### src/rtl/alu_arm_pkg.sv
// Shared types for the pipelined ARM ALU: op codes, NZCV flag struct and flag bit positions.
// ALU_ARM_SHIFT_EN (when defined) enables the shift op codes in alu_arm_core.
package alu_arm_pkg;

    typedef enum logic [3:0] {
        OP_AND = 4'd0,
        OP_EOR = 4'd1,
        OP_SUB = 4'd2,
        OP_RSB = 4'd3,
        OP_ADD = 4'd4,
        OP_ADC = 4'd5,
        OP_SBC = 4'd6,
        OP_ORR = 4'd7,
        OP_LSL = 4'd8,
        OP_LSR = 4'd9,
        OP_ASR = 4'd10,
        OP_ROR = 4'd11
    } alu_op_e;

    typedef struct packed {
        logic n;
        logic z;
        logic c;
        logic v;
    } alu_flags_t;

    localparam int FLAG_N = 3;
    localparam int FLAG_Z = 2;
    localparam int FLAG_C = 1;
    localparam int FLAG_V = 0;

    function automatic alu_flags_t makeFlags(input logic n, input logic z,
                                             input logic c, input logic v);
        alu_flags_t f;
        f.n = n;
        f.z = z;
        f.c = c;
        f.v = v;
        return f;
    endfunction

endpackage

### src/rtl/alu_arm_core.sv
// Combinational ARM ALU datapath: WIDTH+1-bit adder, logic ops and (with ALU_ARM_SHIFT_EN) a barrel shifter.
// Without ALU_ARM_SHIFT_EN, op codes 8..11 fall through to the illegal-op path.
module alu_arm_core
    import alu_arm_pkg::*;
#(
    parameter int WIDTH = 32
) (
    input  logic [WIDTH-1:0] a_i,
    input  logic [WIDTH-1:0] b_i,
    input  logic [3:0]       op_i,
    input  logic             cin_i,
    input  alu_flags_t       flags_i,
    output logic [WIDTH-1:0] result_o,
    output alu_flags_t       nzcv_o,
    output logic             err_o
);

    alu_op_e          opE;
    logic [WIDTH-1:0] addX;
    logic [WIDTH-1:0] addY;
    logic             addC;
    logic [WIDTH:0]   sum;
    logic [WIDTH-1:0] res;
    logic             carry;
    logic             overflow;
    logic             err;

    assign opE = alu_op_e'(op_i);

`ifdef ALU_ARM_SHIFT_EN
    localparam int SHW = (WIDTH > 1) ? $clog2(WIDTH) : 1;

    logic [SHW-1:0]   shAmt;
    logic             shZero;
    logic [WIDTH:0]   lslWide;
    logic [WIDTH:0]   lsrWide;
    logic [WIDTH:0]   asrWide;
    logic [WIDTH-1:0] rorRes;

    // The extra bit beside each shifted operand catches the last bit shifted out.
    assign shAmt   = b_i[SHW-1:0];
    assign shZero  = (shAmt == '0);
    assign lslWide = {1'b0, a_i} << shAmt;
    assign lsrWide = {a_i, 1'b0} >> shAmt;
    assign asrWide = $signed({a_i, 1'b0}) >>> shAmt;
    assign rorRes  = (a_i >> shAmt) | (a_i << (WIDTH - int'(shAmt)));
`endif

    // Subtracts are folded into the adder as X + ~Y + carry-in, so C is NOT-borrow.
    always_comb begin
        addX = a_i;
        addY = b_i;
        addC = 1'b0;
        case (opE)
            OP_SUB: begin
                addY = ~b_i;
                addC = 1'b1;
            end
            OP_RSB: begin
                addX = b_i;
                addY = ~a_i;
                addC = 1'b1;
            end
            OP_ADC: begin
                addC = cin_i;
            end
            OP_SBC: begin
                addY = ~b_i;
                addC = cin_i;
            end
            default: begin
            end
        endcase
    end

    assign sum = {1'b0, addX} + {1'b0, addY} + {{WIDTH{1'b0}}, addC};

    always_comb begin
        res      = '0;
        carry    = flags_i.c;
        overflow = flags_i.v;
        err      = 1'b0;
        case (opE)
            OP_AND: res = a_i & b_i;
            OP_EOR: res = a_i ^ b_i;
            OP_ORR: res = a_i | b_i;
            OP_SUB, OP_RSB, OP_ADD, OP_ADC, OP_SBC: begin
                res      = sum[WIDTH-1:0];
                carry    = sum[WIDTH];
                overflow = (addX[WIDTH-1] == addY[WIDTH-1]) &&
                           (sum[WIDTH-1] != addX[WIDTH-1]);
            end
`ifdef ALU_ARM_SHIFT_EN
            OP_LSL: begin
                res = lslWide[WIDTH-1:0];
                if (!shZero) carry = lslWide[WIDTH];
            end
            OP_LSR: begin
                res = lsrWide[WIDTH:1];
                if (!shZero) carry = lsrWide[0];
            end
            OP_ASR: begin
                res = asrWide[WIDTH:1];
                if (!shZero) carry = asrWide[0];
            end
            OP_ROR: begin
                res = rorRes;
                if (!shZero) carry = rorRes[WIDTH-1];
            end
`endif
            default: begin
                err = 1'b1;
            end
        endcase
    end

    assign result_o = res;
    assign err_o    = err;
    assign nzcv_o   = err ? flags_i
                          : makeFlags(res[WIDTH-1], (res == '0), carry, overflow);

endmodule

### src/rtl/alu_arm_pipe.sv
// Registered ARM ALU execute stage: valid/ready handshake, one output register and the architectural NZCV register.
// Build with ALU_ARM_SHIFT_EN defined to enable LSL/LSR/ASR/ROR.
module alu_arm_pipe
    import alu_arm_pkg::*;
#(
    parameter int WIDTH = 32
) (
    input  logic             clk,
    input  logic             rst_n,
    input  logic             in_valid,
    output logic             in_ready,
    input  logic [WIDTH-1:0] in_a,
    input  logic [WIDTH-1:0] in_b,
    input  logic [3:0]       in_op,
    input  logic             in_setf,
    output logic             out_valid,
    input  logic             out_ready,
    output logic [WIDTH-1:0] out_result,
    output logic [3:0]       out_flags,
    output logic             out_err,
    output logic [3:0]       flags_q
);

    logic             accept;
    logic [WIDTH-1:0] coreResult;
    alu_flags_t       coreFlags;
    logic             coreErr;

    logic             valid_q,     valid_d;
    logic [WIDTH-1:0] result_q,    result_d;
    logic [3:0]       outFlags_q,  outFlags_d;
    logic             err_q,       err_d;
    logic [3:0]       archFlags_q, archFlags_d;

    assign in_ready = !valid_q || out_ready;
    assign accept   = in_valid && in_ready;

    alu_arm_core #(
        .WIDTH (WIDTH)
    ) u_core (
        .a_i      (in_a),
        .b_i      (in_b),
        .op_i     (in_op),
        .cin_i    (archFlags_q[FLAG_C]),
        .flags_i  (alu_flags_t'(archFlags_q)),
        .result_o (coreResult),
        .nzcv_o   (coreFlags),
        .err_o    (coreErr)
    );

    // A new accept overwrites the output register even while it is being consumed;
    // a consume alone only drops valid and leaves the stale data in place.
    always_comb begin
        valid_d     = valid_q;
        result_d    = result_q;
        outFlags_d  = outFlags_q;
        err_d       = err_q;
        archFlags_d = archFlags_q;
        if (accept) begin
            valid_d    = 1'b1;
            result_d   = coreResult;
            outFlags_d = coreFlags;
            err_d      = coreErr;
            if (in_setf && !coreErr) begin
                archFlags_d = coreFlags;
            end
        end else if (out_ready) begin
            valid_d = 1'b0;
        end
    end

    always_ff @(posedge clk or negedge rst_n) begin
        if (!rst_n) begin
            valid_q     <= 1'b0;
            result_q    <= '0;
            outFlags_q  <= '0;
            err_q       <= 1'b0;
            archFlags_q <= '0;
        end else begin
            valid_q     <= valid_d;
            result_q    <= result_d;
            outFlags_q  <= outFlags_d;
            err_q       <= err_d;
            archFlags_q <= archFlags_d;
        end
    end

    assign out_valid  = valid_q;
    assign out_result = result_q;
    assign out_flags  = outFlags_q;
    assign out_err    = err_q;
    assign flags_q    = archFlags_q;

endmodule
### config.mk
export PLATFORM = sky130hd
export DESIGN_NAME = alu_arm_pipe
export DESIGN_NICKNAME = d
export VERILOG_FILES = /design/src/rtl/alu_arm_pkg.sv /design/src/rtl/alu_arm_core.sv /design/src/rtl/alu_arm_pipe.sv
export SDC_FILE = /design/constraint.sdc
export NUM_CORES = 1
export LEC_CHECK = 0
export ABC_AREA = 1
export BUFFER_PORTS_ARGS = -buffer_cell sky130_fd_sc_hd__buf_2
export CORE_UTILIZATION = 55
export CTS_BUF_LIST = sky130_fd_sc_hd__clkbuf_4
export DETAILED_ROUTE_END_ITERATION = 7
export PLACE_DENSITY_LB_ADDON = 0.15
export SETUP_SLACK_MARGIN = 0.5
export SLEW_MARGIN = 20
export SYNTH_ARGS = -nofsm -noshare
export SYNTH_HDL_FRONTEND = slang
export SYNTH_SLANG_ARGS = --single-unit
export TNS_END_PERCENT = 1
### constraint.sdc
create_clock -name clk -period 3.7 [get_ports clk]
set_input_delay 0.37 -clock clk [delete_from_list [all_inputs] [get_ports clk]]
set_output_delay 0.37 -clock clk [all_outputs]
set_load 0.01 [all_outputs]
Word-level counts from Yosys, hierarchy flattened
Index checks and enable logic that the tools add are counted.
W data, S select, Z words.
{ "totals": {"reg_bits": 42, "latchBits": 0, "mem_bits_rw": 0, "rom_bits": 0, "inputBits": 73, "output_inout_bits": 43, "elab_cells": 45, "n_memories": 0} }
{ "op_classes": {"n_addsub": 2, "mul": 0, "n_div": 0, "order_cmp": 0, "eq_ne": 9, "shifts": 0, "muxes": 10, "bitwise": 5, "reduce_logical": 14} }
{ "op_table": {"columns": ["op", "n"], "rows": [
  ["$pmux W32 S4", 1],
  ["$not A32 Y32", 2],
  ["$pmux W32 S2", 1],
  ["$add A32 B32 Y33", 1],
  ["$add A33 B1 Y33", 1],
  ["$and A32 B32 Y32", 1],
  ["$logic_not A32 Y1", 1],
  ["$mux W32", 1],
  ["$or A32 B32 Y32", 1],
  ["$xor A32 B32 Y32", 1],
  ["$eq A4 B3 Y1 const B", 4],
  ["$eq A4 B2 Y1 const B", 2],
  ["$reduce_or A8 Y1", 1],
  ["$reduce_or A2 Y1", 3],
  ["$mux W1", 5],
  ["$reduce_or A5 Y1", 1],
  ["$eq A4 B1 Y1 const B", 1],
  ["$logic_not A4 Y1", 1],
  ["$mux W4", 1],
  ["$logic_and A1 B1 Y1", 3],
  ["$pmux W1 S2", 1],
  ["$reduce_and A2 Y1", 1],
  ["$reduce_bool A2 Y1", 1],
  ["$eq A1 B1 Y1", 1],
  ["other kinds (3)", 3]
]} }

Longest topological paths before layout
Gate-level depths: netlist of run 1.
{ "depth": {"depth_word": 9, "ltp_mapped": 27, "ltp_nobuf": 25} }

Modules after synthesis
From an unflattened synthesis of run 1, not the netlist that was laid out.
{ "hier_totals": {"cells_unflattened": 1206, "area_unflattened_um2": 7043.0} }
{ "by_module_without_submodules": {"columns": ["module", "n_inst", "cells_each", "area_each_um2", "seq_area_each_um2"], "rows": [
  ["alu_arm_core", 1, 1021, 5352.6, 0.0],
  ["alu_arm_pipe", 1, 185, 1690.4, 1051.0]
]} }

Worst setup path after synthesis of run 1
OpenSTA, ideal clock, no wires.
{ "synth_path": {"kind": "input-to-reg", "startpoint": "input port in_op[0]", "endpoint": "register outFlags_q[2] (netlist: out_flags[2])", "setup_time_ns": 0.066, "t_arrival_ns": 3.466, "required_ns": 3.634, "slack_ns": 0.168, "path_stages": 20, "path_buffers": 2, "path_cell_list": "nand2_1 -> inv_1 -> nand2_2 -> clkbuf_1 -> clkbuf_1 -> o221ai_1 -> fa_1 -> fa_1 -> nand2_1 -> nand3_1 -> or2_2 -> nand3_1 -> nand2_1 -> nor2_1 -> nand3_1 -> nor3_1 -> nand4_1 -> nand2_1 -> nand2_1 -> nand2_1"} }
{ "synth_via": {"elab_chain_cells": 8, "word_cells_on_any_way": 21, "cone_classes": "2 x add/sub; 7 x eq/ne; 5 x mux; 7 x reduce/logical"} }
{ "synth_lines": {"columns": ["item", "line_no", "rtl"], "rows": [
  ["start: declaration", "alu_arm_pipe.sv:14", "input logic [3:0] in_op,"],
  ["$eq A4 B2 Y1 or $eq A4 B3 Y1 (tied branches)", "alu_arm_core.sv:54, alu_arm_core.sv:83", null],
  ["$reduce_or A2 Y1 (no source line)", null, null],
  ["$pmux W32 S2", "alu_arm_core.sv:54", "case (opE)"],
  ["$add A32 B32 Y33", "alu_arm_core.sv:76", "assign sum = {1'b0, addX} + {1'b0, addY} + {{WIDTH{1'b0}}, addC};"],
  ["$add A33 B1 Y33", "alu_arm_core.sv:76", null],
  ["$pmux W32 S4", "alu_arm_core.sv:83", "case (opE)"],
  ["$logic_not A32 Y1", "alu_arm_core.sv:120", ": makeFlags(res[WIDTH-1], (res == '0), carry, overflow);"],
  ["$mux W4 (*)", "alu_arm_core.sv:119", "assign nzcv_o = err ? flags_i"],
  ["end signal: assignment", "alu_arm_pipe.sv:82", "outFlags_q <= outFlags_d;"],
  ["end: declaration", "alu_arm_pipe.sv:31", "logic [3:0] outFlags_q, outFlags_d;"]
]} }
Every way passes the cells marked *; elsewhere a longest branch is shown, timed or not.
A chain may end at the register's enable or synchronous reset.

Final worst setup path of run 1
Ends and elaborated chain as after synthesis.

==> results.cfg, run 1 <==
[synthesis]
yosys-top-cells-count = sky130_fd_sc_hd__nand2_1, sky130_fd_sc_hd__inv_1, sky130_fd_sc_hd__nor2_1, sky130_fd_sc_hd__ha_1, sky130_fd_sc_hd__nand3_1
synth_area_leaders = sky130_fd_sc_hd__nand2_1, sky130_fd_sc_hd__ha_1, sky130_fd_sc_hd__dfrtp_1, sky130_fd_sc_hd__inv_1, sky130_fd_sc_hd__nor2_1
synth.avg_cell_area_um2 = 5.89
synth_seq_area_share = 0.149
netlist_instances = 1194
async_reset_ff_frac = 1.00
synthDominantAreaCellType = sky130_fd_sc_hd__nand2_1
ys.warnings.count = 0
synth_top_area_frac = 0.206
synth_enable_flop_cells = 0
synth_cell_type_count = 38
mappedNetlistNets = 1364
synth.cell_area_um2 = 7040
synth_top_flop_cell = sky130_fd_sc_hd__dfrtp_1
flops_latches_synth = 42
synth_most_common_cell = sky130_fd_sc_hd__nand2_1

[worst_setup_path]
worstSetupStartpoint = in_op[0]
worstSetupStartpointType = primary input
reg2reg_to = out_flags[2]
cp.arrival_ns = 3.48
setup.reg_to_reg.worst_slack_ns = 0.66
endpoint_class_of_the_critical_path = flip-flop
worstRegToRegCells = 17
crit_path_end = out_flags[2]
setup.worst_path.class = in -> reg
critical_path.max_fanout = 8
worst-endpoint-required_ns = 4.08
critical_path.reg2reg.startpoint = flags_q[1]

[sta]
fin_worst_skew_ns = 0.0276
setup_viol = 0
final_worst_hold_slack_ns = 0.218
finalHoldViolCount = 0
worst_slew_margin_rel = 0.448
peak_freq_mhz = 323
timing.final.crit_share = 0.837
grt_setup_unrepaired = no
timing.final.crit_period_ns = 3.10
worstMarginPinSlew_ns = 0.827
final-max-slew-violation-count = 0

[grt]
grt_util_met2 = 0.571
grt_pass1_vias = 7237
grt_util_overall = 0.352
grt_max_degree = 54
grt_first_pass_wirelength_mm = 36.3
use_met1 = 0.487
grt_overflow = 0
initial_antenna_violation_count = 0
globalRouteMet3Util = 0.0438
grt_most_used_layer = met2

[routing]
drc = 0
detailroute.via_count = 8192
viasPerCell = 5.47
routedWlPerCell_um = 15.3
wl_mm = 22.9
number_of_drc_violations_after_detailed_routing_iteration_0 = 706
antenna_left = 0
drt-pass1-iter-count = 5

[clock_network]
clk_latency_ns = 0.43
clock_tree_from_tritoncts = yes
cts_buffers = 5
clock_path_buffers = 2
cts.htree.levels = 2
clock_input_transition_at_the_sequential_cells_of_the_worst_setup_and_hold_paths_ns = 0.16
master_cell_of_the_clock_root_buffer = sky130_fd_sc_hd__clkbuf_4
cts_sinks = 42

[hold_path]
min_delay_path_depth = 4
hold_path_class = in -> reg

[power]
peakVddDrop_mv = 0.161
powerDensity_nw_per_um2 = 268
total_leakage_power_nw = 4.98

[status]
outcome = completed

[cells_and_area]
antennaDiodeCount = 0
finalNetCount = 1499
final-instance-count-excl-fill = 1498
n_fill_cell = 1168
area_growth_syn_to_layout_pct = 20.1
layout-drive-gt1-share = 0.195

[placed_design]
globalplace.congestion = 0.990
port_buffers = 115
final_hpwl_from_detailed_placement_mm = 17.7
numPlacedInstances = 1475

[floorplan]
core.rowCount = 40
initial_utilization = 0.574
dieArea_um2 = 13300
core_region_area_um2 = 12300
ioPinCount = 116
die-width_um = 115
die_y_um = 115

[run]
drv.max_cap_violation_count = 0
## state kept, by name (all words and copies together) (netlist names)
register    flops
out_valid       1
out_result     32
out_err         1
flags_q         4
out_flags       4
## metal layers
metal  share of wire  vias up
met5               0        -
met1            0.46     3704
li1                -     4106
met3           0.072       36
met4           0.019        0
met2            0.45      346
## cells by family (layout without fill, tap and decap cells)
| logic type | Yosys count | in the layout | synth area share |
|---|---|---|---|
| and+or+nand+nor | 633 | 633 | 0.366 |
| buffers and inverters | 262 | 398 | 0.146 |
| AOI/OAI and AO/OA | 158 | 158 | 0.161 |
| adders and majority gates | 97 | 97 | 0.175 |
| DFF | 42 | 42 | 0.149 |
| xor gates and xnor gates | 2 | 2 | 0.00249 |
## timing repair
action,4_1_cts,5_1_grt
pin swaps,0,19
setup buffers,0,12
gates cloned,1,1
hold buffers,0,1
gates resized for setup,6,73
setup endpoints to repair,2,4
hold endpoints to repair,0,33
## cells in the final DEF (no fill, tap or decap), types with 3 or more instances in the layout
cell type,count
sky130_fd_sc_hd__a221oi_1,7
sky130_fd_sc_hd__nor2_2,13
sky130_fd_sc_hd__buf_2,115
sky130_fd_sc_hd__inv_1,216
sky130_fd_sc_hd__o21ai_0,41
sky130_fd_sc_hd__nor2_4,4
sky130_fd_sc_hd__ha_1,88
sky130_fd_sc_hd__clkbuf_4,6
sky130_fd_sc_hd__nand3_2,8
sky130_fd_sc_hd__a21oi_2,5
sky130_fd_sc_hd__buf_12,5
sky130_fd_sc_hd__nand4_1,11
sky130_fd_sc_hd__inv_2,6
sky130_fd_sc_hd__nand3b_1,6
sky130_fd_sc_hd__buf_4,42
sky130_fd_sc_hd__nand2_2,14
sky130_fd_sc_hd__o221ai_1,30
sky130_fd_sc_hd__nand3_1,81
sky130_fd_sc_hd__dfrtp_1,42
sky130_fd_sc_hd__nand2_1,371
sky130_fd_sc_hd__ha_2,7
sky130_fd_sc_hd__nor2_1,111
sky130_fd_sc_hd__o21ai_1,7
sky130_fd_sc_hd__a221oi_2,13
sky130_fd_sc_hd__a31oi_1,26
sky130_fd_sc_hd__a21oi_1,19
sky130_fd_sc_hd__and2_1,3
## worst min-delay path by stage
stage               slack, ns          start             end
floorplan                0.07          rst_n      flags_q[0]
global placement         0.45  out_result[3]   out_result[3]
detailed placement       0.46   out_flags[0]    out_flags[0]
CTS                      0.14          rst_n  out_result[19]
global route             0.25        in_setf      flags_q[2]
finish                   0.22        in_setf      flags_q[2]
## stage by stage
stage / TNS, ns / total power, mW / setup WS, ns / cell area, um^2 / util
after floorplan: 0 / 1.42 / 0.520 / 7060 / -
after global placement: -0.209 / 1.85 / -0.118 / 7950 / 0.649
after detailed placement: -0.242 / 1.86 / -0.131 / 7950 / 0.649
after CTS: 0 / 2.15 / 0.535 / 8070 / 0.658
after global routing: 0 / 2.45 / 0.479 / 8450 / 0.689
final: 0 / 2.26 / 0.603 / 8450 / 0.689
## critical path, cell delays in order
cell and delay, ns:
sky130_fd_sc_hd__buf_2 0.12, sky130_fd_sc_hd__nand2_1 0.10, sky130_fd_sc_hd__inv_2 0.11, sky130_fd_sc_hd__nand2_8 0.10, sky130_fd_sc_hd__clkbuf_16 0.18, sky130_fd_sc_hd__nand2_1 0.05, sky130_fd_sc_hd__o21ai_1 0.08, sky130_fd_sc_hd__fa_2 0.42
sky130_fd_sc_hd__fa_2 0.41, sky130_fd_sc_hd__nand3_2 0.11, sky130_fd_sc_hd__nand3_4 0.11, sky130_fd_sc_hd__nand3_2 0.11, sky130_fd_sc_hd__nand4_1 0.09, sky130_fd_sc_hd__nand3_1 0.16, sky130_fd_sc_hd__nand2_1 0.08, sky130_fd_sc_hd__nor2_1 0.16
sky130_fd_sc_hd__nand2_1 0.16, sky130_fd_sc_hd__nor3_2 0.17, sky130_fd_sc_hd__nand4_1 0.13, sky130_fd_sc_hd__nand2_1 0.10, sky130_fd_sc_hd__nand2_1 0.05, sky130_fd_sc_hd__nand2_1 0.07
## power breakdown
group	switching, mW	total (mW)	leakage (nW)	internal (mW)
Clock	0.207	0.289	0.0356	0.0824
Sequential	0.0504	0.593	0.509	0.543
Combinational	0.862	1.38	4.43	0.520
## final cells by class
cell class / count / area (um^2) / share of cell area
Clock buffer: 6 / 45.0 / 0.00533
Clock inverter: 2 / 13.8 / 0.00163
Inverter: 223 / 837 / 0.0991
Multi-Input combinational cell: 890 / 5210 / 0.617
Sequential cell: 42 / 1050 / 0.124
Tap cell: 168 / 210 / 0.0249
Timing Repair Buffer: 167 / 1080 / 0.128
(Power assumes the default switching activity.)
==> run 2: changes to the inputs <==
==> constraint.sdc (replaced) <==
create_clock -name clk -period 3.25 [get_ports clk]
set_input_delay 0.325 -clock clk [delete_from_list [all_inputs] [get_ports clk]]
set_output_delay 0.325 -clock clk [all_outputs]
set_load 0.01 [all_outputs]
==> run 2 against run 1 <==
The flow now finishes with violations (DRC). Combinational power increased by 38%. Sequential share of layout area decreased by 1.4 points. First-iteration DRC count decreased by 0.71%. Final area increased by 13%. Cell count increased by 6.4%. Count of clock-buffer cells in the layout unchanged. Clock power increased by 12%. Die area unchanged. Register-to-register slack got worse by 0.43 ns. Critical endpoint unchanged. Largest cell class unchanged. Largest power group unchanged. Highest routed layer unchanged.
==> results.cfg, run 2 (synthesis results as in run 1) <==
[worst_setup_path]
worstRegToRegCells = 19
setup.worst_path.class = in -> reg
setup.reg_to_reg.worst_slack_ns = 0.23
timing.critical_path.cells = buf_2, nor2_4, nand2_8, buf_6, nand2_2, o21ai_2, fa_2, fa_2, nand3_2, nand3_4, nand3_4, nand3_4, nand2_2, nand3_1, nand3_2, nand2_2, nor2_1, nand2_1, nor2_1, nand4_1, nand2_1, nand2_1, nand2_1
critical_path.reg2reg.startpoint = flags_q[1]
cp.arrival_ns = 3.39
critical_path.max_fanout = 6
endpoint_class_of_the_critical_path = flip-flop
slowest_delay_ns = 0.43
critical_path_buf_inv_count = 2
cell_type_of_the_slowest_stage_on_the_worst_timing_path = sky130_fd_sc_hd__fa_2
cp_top_family = simple AND/OR/NAND/NOR gates
worst-endpoint-required_ns = 3.61
cp_common_cell = sky130_fd_sc_hd__nand2_1
worstSetupStartpointType = primary input
reg2reg_to = out_flags[2]

[placed_design]
numPlacedInstances = 1561
globalplace.congestion = 1.04
port_buffers = 115
final_hpwl_from_detailed_placement_mm = 18.3
place_ws_ns = -0.288

[floorplan]
initial_utilization = 0.574
dieArea_um2 = 13300
core_region_area_um2 = 12300
die-width_um = 115
ioPinCount = 116
core.rowCount = 40
die_y_um = 115

[grt]
initial_antenna_violation_count = 0
grt_first_pass_wirelength_mm = 37.2
grt_util_overall = 0.358
grt_max_degree = 59
grt_pass1_vias = 7933
grt_overflow = 0

[clock_network]
clock_path_buffers = 2
clock_input_transition_at_the_sequential_cells_of_the_worst_setup_and_hold_paths_ns = 0.14
cts.htree.levels = 2
master_cell_of_the_clock_root_buffer = sky130_fd_sc_hd__clkbuf_4
cts_buffers = 5
clock_tree_from_tritoncts = yes
cts_sinks = 42
clk_latency_ns = 0.43

[hold_path]
hp-start = out_ready
hold_path_end = out_valid
hold_path_class = in -> reg
min_delay_path_depth = 4

[status]
failing_checks = DRC
outcome = complete, but fails checks

[cells_and_area]
finalNetCount = 1595
layout.cells.most_common_list = sky130_fd_sc_hd__nand2_1, sky130_fd_sc_hd__inv_1, sky130_fd_sc_hd__buf_4
multi_input_area_um2 = 5490
antennaDiodeCount = 0
register_area_um2 = 1050
max_reg_flops = 32
final-instance-count-excl-fill = 1594
most_common_library_cell_in_the_layout_ignoring_fill_and_taps = sky130_fd_sc_hd__nand2_1
n_fill_cell = 996
layout-drive-gt1-share = 0.292
area_growth_syn_to_layout_pct = 35.5

[routing]
wl_mm = 24.6
number_of_drc_violations_after_detailed_routing_iteration_0 = 701
drt-pass1-iter-count = 8
antenna_left = 0
drc = 2
detailroute.via_count = 8712
viasPerCell = 5.47
routedWlPerCell_um = 15.4

[sta]
final.setup.worst_slack_ns = 0.223
final-max-slew-violation-count = 0
final_worst_hold_slack_ns = 0.188
timing.final.crit_period_ns = 3.03
setup_viol = 0
final.setup.tns_ns = 0
grt_setup_unrepaired = yes
timing.final.crit_share = 0.931
worst_slew_margin_rel = 0.449
peak_freq_mhz = 330
worstMarginPinSlew_ns = 0.825
finalHoldViolCount = 0
fin_worst_skew_ns = 0.0240

[power]
overall_power_mw = 2.91
peakVddDrop_mv = 0.265
total_leakage_power_nw = 5.53
powerDensity_nw_per_um2 = 305

[run]
drv.max_cap_violation_count = 0
==> run 2: cell types whose count changed in the layout (fill, tap and decap cells not counted), sizes merged <==
cell / before / now
buf: 165 / 258
clkbuf: 7 / 10
==> run 2: report_power, final <==
group          internal [mW]  leakage, nW  switching (mW)  total [mW]
Combinational          0.810         4.98            1.10        1.91
Clock                 0.0936       0.0356           0.230       0.323
Sequential             0.618        0.509          0.0531       0.671
Total                   1.52         5.53            1.39        2.91
==> run 2: layout make-up <==
cell class | count | share of cell area
Multi-Input combinational cell | 890 | 0.576
Clock inverter | 2 | 0.00144
Inverter | 223 | 0.0878
Timing Repair Buffer | 263 | 0.198
Tap cell | 168 | 0.0220
Sequential cell | 42 | 0.110
Clock buffer | 6 | 0.00472
==> run 2: worst max-delay path by stage <==
stage	start	cells after the start	slack (ns)	end
3_5_place_dp	in_op[0]	23	-0.29	out_flags[2]
3_3_place_gp	in_op[0]	24	-0.26	out_flags[2]
2_1_floorplan	in_op[2]	23	0.31	out_flags[2]
5_1_grt	in_op[3]	26	0.05	out_flags[2]
4_1_cts	flags_q[1]	16	0.22	out_flags[2]
6_report	in_op[3]	23	0.22	out_flags[2]
==> run 2: timing repair <==
action,4_1_cts,5_1_grt
setup buffers,3,16
hold endpoints to repair,0,42
setup endpoints to repair,6,10
resized for setup,25,110
cloned,0,5
pin swaps,9,50
hold buffers,0,1
==> run 2: tightest hold or removal path: stages <==
cell and delay (ns):
sky130_fd_sc_hd__buf_2 0.08, sky130_fd_sc_hd__inv_1 0.03, sky130_fd_sc_hd__nand2_1 0.08, sky130_fd_sc_hd__nand2_1 0.06
==> run 2: per-layer routing <==
metal / GRT usage / vias up / wire length, um
li1: - / 4294 / -
met1: 0.437 / 4027 / 10100
met2: 0.651 / 321 / 12200
met3: 0.0448 / 70 / 1520
met4: 0.109 / 0 / 804
met5: 0 / - / 0
==> run 2: through the flow <==
| stage | util | instance area [um^2] |
|---|---|---|
| 4_1_cts | 0.725 | 8890 |
| 3_3_place_gp | 0.710 | 8710 |
| 6_report | 0.778 | 9540 |
| 3_5_place_dp | 0.710 | 8710 |
| 5_1_grt | 0.778 | 9540 |
| 2_1_floorplan | - | 7140 |
